[config.mk]
export PLATFORM = sky130hd
export DESIGN_NAME = dcache_plru
export DESIGN_NICKNAME = d
export VERILOG_FILES = /design/src/rtl/dcache_plru.sv
export SDC_FILE = /design/constraint.sdc
export NUM_CORES = 2
export LEC_CHECK = 0
export ABC_AREA = 1
export ABC_CLOCK_PERIOD_IN_PS = 5500
export CAP_MARGIN = 20
export CORE_MARGIN = 2
export CORE_UTILIZATION = 45
export DETAILED_ROUTE_END_ITERATION = 6
export HOLD_SLACK_MARGIN = 0.08
export MAX_ROUTING_LAYER = met4
export PLACE_DENSITY_LB_ADDON = 0.08
export REMOVE_ABC_BUFFERS = 1
export SLEW_MARGIN = 40
export SYNTH_ARGS = -nofsm -noshare
export SYNTH_HDL_FRONTEND = slang
export SYNTH_SLANG_ARGS = --single-unit
[constraint.sdc]
create_clock -name clk_i -period 5.5 [get_ports clk_i]
set_clock_uncertainty 0.15 [all_clocks]
set_input_delay 0.825 -clock clk_i [delete_from_list [all_inputs] [get_ports clk_i]]
set_output_delay 0.825 -clock clk_i [all_outputs]
set_load 0.02 [all_outputs]
[src/rtl/dcache_plru.sv]
// Tree pseudo-LRU replacement state for a set-associative data cache, with flush sweep.
// Optional build macro DCACHE_PLRU_LOCK_EN adds lock_mask_i to steer victims away from locked ways.
module dcache_plru #(
    parameter int WAYS    = 4,
    parameter int WAY_SEL = 2,
    parameter int SET_SEL = 7
) (
    input  logic               clk_i,
    input  logic               rst_i,
    input  logic               flush_i,
    output logic               busy_o,
    input  logic               rd_hit_vld_i,
    input  logic [WAY_SEL-1:0] rd_hit_way_i,
    input  logic [SET_SEL-1:0] rd_hit_set_i,
    input  logic               wr_hit_vld_i,
    input  logic [WAY_SEL-1:0] wr_hit_way_i,
    input  logic [SET_SEL-1:0] wr_hit_set_i,
    input  logic               rpl_req_i,
    input  logic [SET_SEL-1:0] rpl_set_i,
`ifdef DCACHE_PLRU_LOCK_EN
    input  logic [WAYS-1:0]    lock_mask_i,
`endif
    output logic               rpl_vld_o,
    output logic [WAY_SEL-1:0] rpl_way_o,
    output logic [WAYS-1:0]    rpl_onehot_o
);

    localparam int SETS  = 2 ** SET_SEL;
    localparam int NODES = WAYS - 1;

    typedef enum logic {IDLE, SWEEP} state_e;

    typedef struct packed {
        logic [WAY_SEL-1:0] way;
        logic [WAYS-1:0]    onehot;
    } victim_t;

    state_e             state_q;
    logic [SET_SEL-1:0] cnt_q;
    logic               busy_q;
    logic               rpl_vld_q;
    logic [WAY_SEL-1:0] rpl_way_q;
    logic [WAYS-1:0]    rpl_onehot_q;
    logic [NODES-1:0]   tree_q [SETS];
    logic [NODES-1:0]   tree_d [SETS];
    logic [WAYS-1:0]    lock_mask;
    victim_t            victim;

`ifdef DCACHE_PLRU_LOCK_EN
    assign lock_mask = lock_mask_i;
`else
    assign lock_mask = '0;
`endif

    // Point every node on way w's root-to-leaf path away from w.
    function automatic logic [NODES-1:0] touch(input logic [NODES-1:0] t,
                                               input logic [WAY_SEL-1:0] w);
        logic [NODES-1:0] r;
        logic             b;
        int               n;
        r = t;
        n = 0;
        for (int l = 0; l < WAY_SEL; l++) begin
            b = w[WAY_SEL-1-l];
            for (int k = 0; k < NODES; k++) begin
                if (k == n) r[k] = ~b;
            end
            n = 2 * n + (b ? 2 : 1);
        end
        return r;
    endfunction

    function automatic victim_t pick(input logic [NODES-1:0] t,
                                     input logic [WAYS-1:0]  lock);
        victim_t v;
        logic    b, lo_lk, hi_lk;
        int      n, base, size, half;
        v    = '0;
        n    = 0;
        base = 0;
        size = WAYS;
        for (int l = 0; l < WAY_SEL; l++) begin
            half  = size / 2;
            lo_lk = 1'b1;
            hi_lk = 1'b1;
            for (int i = 0; i < WAYS; i++) begin
                if (i >= base && i < base + half && !lock[i]) lo_lk = 1'b0;
                if (i >= base + half && i < base + size && !lock[i]) hi_lk = 1'b0;
            end
            b = 1'b0;
            for (int k = 0; k < NODES; k++) begin
                if (k == n) b = t[k];
            end
            // A fully locked subtree is never entered while its sibling still has a free way.
            if (!b && lo_lk) b = 1'b1;
            else if (b && hi_lk) b = 1'b0;
            v.way[WAY_SEL-1-l] = b;
            if (b) base = base + half;
            n    = 2 * n + (b ? 2 : 1);
            size = half;
        end
        v.onehot[v.way] = 1'b1;
        if (&lock) v = '0;
        return v;
    endfunction

    // NOTE: tree_d starts as a full copy of tree_q so every path assigns it, which keeps this block latch-free.
    always_comb begin
        tree_d = tree_q;
        if (state_q == SWEEP) begin
            tree_d[cnt_q] = '0;
        end else if (!flush_i) begin
            // Store is applied after load so it wins on shared path nodes.
            if (rd_hit_vld_i) tree_d[rd_hit_set_i] = touch(tree_d[rd_hit_set_i], rd_hit_way_i);
            if (wr_hit_vld_i) tree_d[wr_hit_set_i] = touch(tree_d[wr_hit_set_i], wr_hit_way_i);
        end
    end

    always_comb victim = pick(tree_q[rpl_set_i], lock_mask);

    // NOTE: the table is built from flops rather than RAM because reset must clear every set at once.
    always_ff @(posedge clk_i or negedge rst_i) begin
        if (!rst_i) begin
            for (int s = 0; s < SETS; s++) tree_q[s] <= '0;
        end else begin
            tree_q <= tree_d;
        end
    end

    // NOTE: all sequential state uses non-blocking assignments so every flop samples pre-edge values.
    always_ff @(posedge clk_i or negedge rst_i) begin
        if (!rst_i) begin
            state_q      <= IDLE;
            cnt_q        <= '0;
            busy_q       <= 1'b0;
            rpl_vld_q    <= 1'b0;
            rpl_way_q    <= '0;
            rpl_onehot_q <= WAYS'(1);
        end else begin
            rpl_vld_q <= 1'b0;
            case (state_q)
                IDLE: begin
                    if (rpl_req_i) begin
                        rpl_vld_q    <= 1'b1;
                        rpl_way_q    <= victim.way;
                        rpl_onehot_q <= victim.onehot;
                    end
                    if (flush_i) begin
                        state_q <= SWEEP;
                        busy_q  <= 1'b1;
                        cnt_q   <= '0;
                    end
                end
                SWEEP: begin
                    cnt_q <= cnt_q + SET_SEL'(1);
                    if (cnt_q == {SET_SEL{1'b1}}) begin
                        state_q <= IDLE;
                        busy_q  <= 1'b0;
                    end
                end
                default: state_q <= IDLE;
            endcase
        end
    end

    assign busy_o       = busy_q;
    assign rpl_vld_o    = rpl_vld_q;
    assign rpl_way_o    = rpl_way_q;
    assign rpl_onehot_o = rpl_onehot_q;

endmodule

Yosys cells after proc, flatten, opt, wreduce, memory -nomap -nowiden
Index checks and enable logic that the tools add are counted.

$add $sub $neg: 3. $mul: 0. Divide/modulo/power cells: 0. Magnitude comparators: 25. Equal/unequal tests: 10. Shifts and indexed selects: 0. Mux-type cells: 76. Bitwise operators: 11. Reductions and logical operators: 20.

Operator list (number): 384-bit 2-to-1 mux (6); 384-bit bitwise mux (2); 384-bit bitwise AND (1); 384-bit inverter (1); 3-bit by 32-bit >= comparator with 1-bit output, first input constant (4); 3-bit by 32-bit less-than comparator with 1-bit output, first input constant (4); 32-bit logical NOT (3); 1-bit by 32-bit >= comparator with 1-bit output, first input constant (2); 2-bit by 32-bit >= comparator with 1-bit output, first input constant (2); 1-bit by 32-bit less-than comparator with 1-bit output, first input constant (2); 2-bit by 32-bit less-than comparator with 1-bit output, first input constant (2); 3-bit binary-select mux with 7-bit select (3); 3-bit demux with 7-bit select (3); 1-bit 2-to-1 mux (44); 32-bit by 2-bit adder with 32-bit output, second input constant (1); 32-bit by 3-bit adder with 32-bit output, second input constant (1); 8-bit >= comparator, second input constant (4); 7-bit inverter with 8-bit output (4); 3-bit 2-to-1 mux (9); 8-bit by 1-bit less-than comparator with 1-bit output, second input constant (3); 1-bit logical AND (14); 7-bit one-hot mux with 2 select lines (1); 2-bit 2-to-1 mux (4); 7-bit by 1-bit adder with 7-bit output, second input constant (1); other kinds (13) (24).

Bits in registers: 400. Latch bits: 0. RAM bits: 0. Bits in read-only memories: 0. Bits of input ports: 31. Memories: 0.

Logic depth before layout (Yosys ltp)
Depth after elaboration: 23. Mapped depth: 34. Gate-level depth less buffers: 28.

Worst setup path before layout
No wires, ideal clock.

Path kind: input port to flip-flop. Start point: input port rd_hit_set_i[0]. End point: register tree_q[139] (netlist name). Library setup time: 0.117 ns. Arrival time: 3.501 ns. Required time: 5.233 ns. Path slack: 1.733 ns. Cell stages on the path: 31. Cells stage by stage: buf_4 > buf_2 > or2_2 > nand3_1 > nand2_1 > o21ai_1 > nand2_1 > nor2_1 > nor2_1 > nor2_1 > nand2_1 > nand2_1 > buf_4 > buf_2 > nand2_1 > nand3_1 > nand2_1 > nor2_1 > nand2_1 > nand2_1 > nand2_1 > nor2_1 > nor2_1 > nor2_1 > nand3_1 > nand2_1 > buf_2 > buf_2 > nand2_1 > nand2_1 > nand2_1.

Word-level cells in the longest chain between the ends: 23. Elaborated cells between the ends (all ways): 28. Those cells by class: order compare: 2; mux: 24; bitwise: 1; reduce/logical: 1.

Ends and longest elaborated chain: start: declaration (RTL line 14) `input logic [SET_SEL-1:0] rd_hit_set_i,`; 7-bit inverter with 8-bit output (not written as such) * (RTL line 114) `if (rd_hit_vld_i) tree_d[rd_hit_set_i] = touch(tree_d[rd_hit_set_i], rd_hit_way_i);`; 3-bit binary-select mux with 7-bit select (RTL line 114); 3-bit 2-to-1 mux (not written as such) (2 in series) (RTL line 114); 1-bit 2-to-1 mux (RTL line 66) `if (k == n) r[k] = ~b;`; 1-bit 2-to-1 mux (RTL line 114); 1-bit 2-to-1 mux (RTL line 112) `end else if (!flush_i) begin`; 1-bit 2-to-1 mux (RTL line 110) `if (state_q == SWEEP) begin`; 384-bit bitwise mux * (RTL line 114); (+6 left out); 1-bit 2-to-1 mux (RTL line 66); 1-bit 2-to-1 mux (RTL line 115) `if (wr_hit_vld_i) tree_d[wr_hit_set_i] = touch(tree_d[wr_hit_set_i], wr_hit_way_i);`; 1-bit 2-to-1 mux (RTL line 112); 1-bit 2-to-1 mux (RTL line 110); 384-bit bitwise mux (RTL line 115); 384-bit 2-to-1 mux * (RTL line 115); 384-bit 2-to-1 mux * (RTL line 112); 384-bit 2-to-1 mux * (RTL line 110); end signal: assignment (RTL line 126) `tree_q <= tree_d;`; end: declaration (RTL line 44) `logic [NODES-1:0] tree_q [SETS];`.

Every way passes the cells marked *; elsewhere a longest branch is shown, timed or not. The select of a mux whose other input is x is not followed. A chain may end at the register's enable or synchronous reset.

Final worst setup path
Start point: input port rd_hit_set_i[1]. End point: register tree_q[227] (netlist name).

The elaborated chain is that of the path after synthesis.

==> results.py <==
metrics = {
    "detailed_routing": {
        "dr.pass1.iters": 7,
        "finalWirelength_mm": 175,
        "viasPerCell": 6.12,
        "routed-wl-met3_mm": 25.3,
        "wl_per_cell_um": 24.9,
        "wl_met1_mm": 67.7,
        "highest_layer": "met4",
        "drc_errors": 1,
        "drtAntennaViolNets": 0,
        "drtIter0Drc": 6656,
        "routed-wl-met2_mm": 69.4,
        "vias": 43100,
    },
    "cts": {
        "clk_pin_slew_ns": 0.06,
        "clockRootBuffer": "clkbuf_16",
        "htree_levels": 2,
        "tritoncts": "built",
        "clockBufferDepth": 3,
        "cts.sinks": 400,
        "cts_made_buffers": 51,
        "worstSkewPairLatency_ns": 0.64,
    },
    "run_status": {
        "violations": "DRC",
        "outcome": "finished, violations left",
    },
    "logic_synthesis": {
        "yosysWarnings": 0,
        "synth_top_area_share_pct": 29.1,
        "synth_area_per_cell_um2": 5.70,
        "ys_top_cells_by_area": "dfrtp_1, nand2_1, nor2_1",
        "synth_seq_area_share_pct": 29.2,
        "ys_ff_latch": 400,
        "synthFlopType": "dfrtp_1",
        "yosys.area.top_type": "dfrtp_1",
        "synth_cell_types": 36,
        "synth_edf_count": 0,
        "async_reset_ff_share_pct": 100,
        "synthCells": 6017,
        "syn_area_um2": 34300,
    },
    "layout": {
        "drive_above_1_share_pct": 6.87,
        "layout_common_cells": "nand2_1, nor2_1, a21oi_1",
        "fin_nets": 6035,
        "stdcell_area_um2": 38800,
        "areaGrowthSynthToFinish_pct": 13.1,
        "final_common_cell": "nand2_1",
    },
    "setup_path": {
        "crit_slowest_cell": "clkdlybuf4s50_1",
        "cp-start-kind": "input pin",
        "crit_type": "input pin to register",
        "worstPathRequired_ns": 5.85,
        "cp_top_family": "simple AND/OR/NAND/NOR gates",
        "cp.arrival_ns": 5.64,
        "cpMostUsedCell": "nand2_1",
        "cp_max_fo": 26,
        "critPathBufInv": 9,
        "end_kind": "register",
        "max_stage_delay_ns": 0.40,
    },
    "place": {
        "postPlaceCellArea_um2": 36900,
        "finalWeightedCongestion": 1.07,
        "portBuffers": 38,
        "dp_hpwl_mm": 114,
    },
    "timing": {
        "maxSlewViolCount": 0,
        "fin_crit_ns": 5.29,
        "hold_viol": 0,
        "slew_headroom_pct": 35.1,
        "setup_viol": 0,
        "tightest_slew_ns": 0.973,
        "finalCritPeriodShare_pct": 96.2,
        "max_freq_ghz": 0.189,
        "rsz0062_at_grt": "no",
    },
    "floorplanning": {
        "initial_core_util_pct": 45.3,
        "dieArea_um2": 78400,
        "die_h_um": 280,
        "rows": 101,
        "num_io_pins": 39,
        "die_w_um": 280,
        "core_um2": 75700,
    },
    "global_routing": {
        "grt_start_max_net_pins": 149,
        "grt.total_usage_pct": 44.9,
        "grt_pass1_vias": 38600,
        "grt_pass1_wl_mm": 255,
        "antenna_found_initial": 7,
        "grt_overflow": 0,
    },
    "power": {
        "fin_total_pwr_w": 0.0115,
        "power_per_cell_area_nw_per_um2": 296,
        "vdd_drop_max_v": 0.000282,
        "power.leakage_nw": 17.6,
    },
    "hold_path": {
        "hold_path_class": "register to register",
    },
    "run": {
        "cap_violations": 0,
    },
}
==> per-stage QoR <==
step	utilization (%)	setup TNS (ns)	setup slack [ns]	cells	hold WS, ns
3_5_place_dp	48.7	-72.58	-0.382	6922	0.315
5_1_grt	51.2	0	0.0540	7031	0.341
4_1_cts	51.1	0	0.277	7017	0.331
3_3_place_gp	48.6	-66.09	-0.352	6920	0.312
2_1_floorplan	-	-3190.97	-10.24	5697	0.299
6_report	51.2	0	0.211	7031	0.327
==> flip-flops by register name, indices dropped and copies added (netlist names) <==
register,cells
tree_q,384
rpl_onehot_o,4
rpl_vld_o,1
state_q,1
busy_o,1
cnt_q,7
rpl_way_o,2
==> routing by layer <==
metal  up-vias  GRT usage, %
met5         -             -
met1     19700          58.6
li1      19400             -
met2      3241          62.0
met4         0          27.0
met3       725          11.7
==> power by group <==
group | total (W) | switching [W] | internal [W]
Combinational | 0.00405 | 0.00295 | 0.00111
Sequential | 0.00379 | 0.000382 | 0.00341
Clock | 0.00364 | 0.00149 | 0.00215
Total | 0.0115 | 0.00482 | 0.00667
==> layout make-up <==
type / instances / area [µm²]
Timing Repair Buffer: 253 / 2690
Fill cell: 7899 / 36900
Clock buffer: 77 / 1540
Antenna cell: 9 / 22.5
Sequential cell: 400 / 10000
Clock inverter: 17 / 213
Tap cell: 978 / 1220
Inverter: 480 / 1820
Multi-Input combinational cell: 4817 / 21300
==> final timing paths <==
check,start,to,slack (ns),cells past startpoint
max,rd_hit_set_i[1],tree_q[227],0.21,34
min,tree_q[307],tree_q[307],0.33,2
max reg2reg,tree_q[286],tree_q[202],0.74,30
min reg2reg,tree_q[307],tree_q[307],0.33,2
max in group asynchronous,rst_i,tree_q[52],3.40,3
min in group asynchronous,rst_i,tree_q[301],0.61,2
==> logic make-up after synthesis <==
logic type,count (synthesis),share of synthesized area (%)
buffers and inverters,800,9.32
adders and majority gates,1,0.0365
DFF,400,29.2
AOI/OAI and AO/OA,1288,21.4
and+or+nand+nor,3528,40.1
==> what timing repair did <==
action,in CTS,in global routing
hold buffers,1,0
endpoints found under the hold margin,55,0
gates resized for setup,0,7
setup endpoints to repair,0,188
buffers inserted,0,6
==> cells in the mapped netlist, types with 28 or more instances <==
cell / n
nand2_1: 2289
nor2_1: 911
a21oi_1: 500
o21ai_0: 473
inv_1: 450
dfrtp_1: 399
nand3_1: 245
clkbuf_1: 219
buf_2: 64
o211ai_1: 63
o22ai_1: 61
a32o_1: 58
or2_2: 52
a22o_1: 43
o21ai_1: 34
buf_4: 28
==> worst register-to-register path: cells and delay by family, from the launching register on <==
kind | cells | cell delay, ns
buffers and inverters | 5 | 1.01
AOI/OAI and AO/OA | 2 | 0.33
DFF | 1 | 0.43
and+or+nand+nor | 23 | 2.74
No activity file was read; power rests on OpenSTA's default activity.
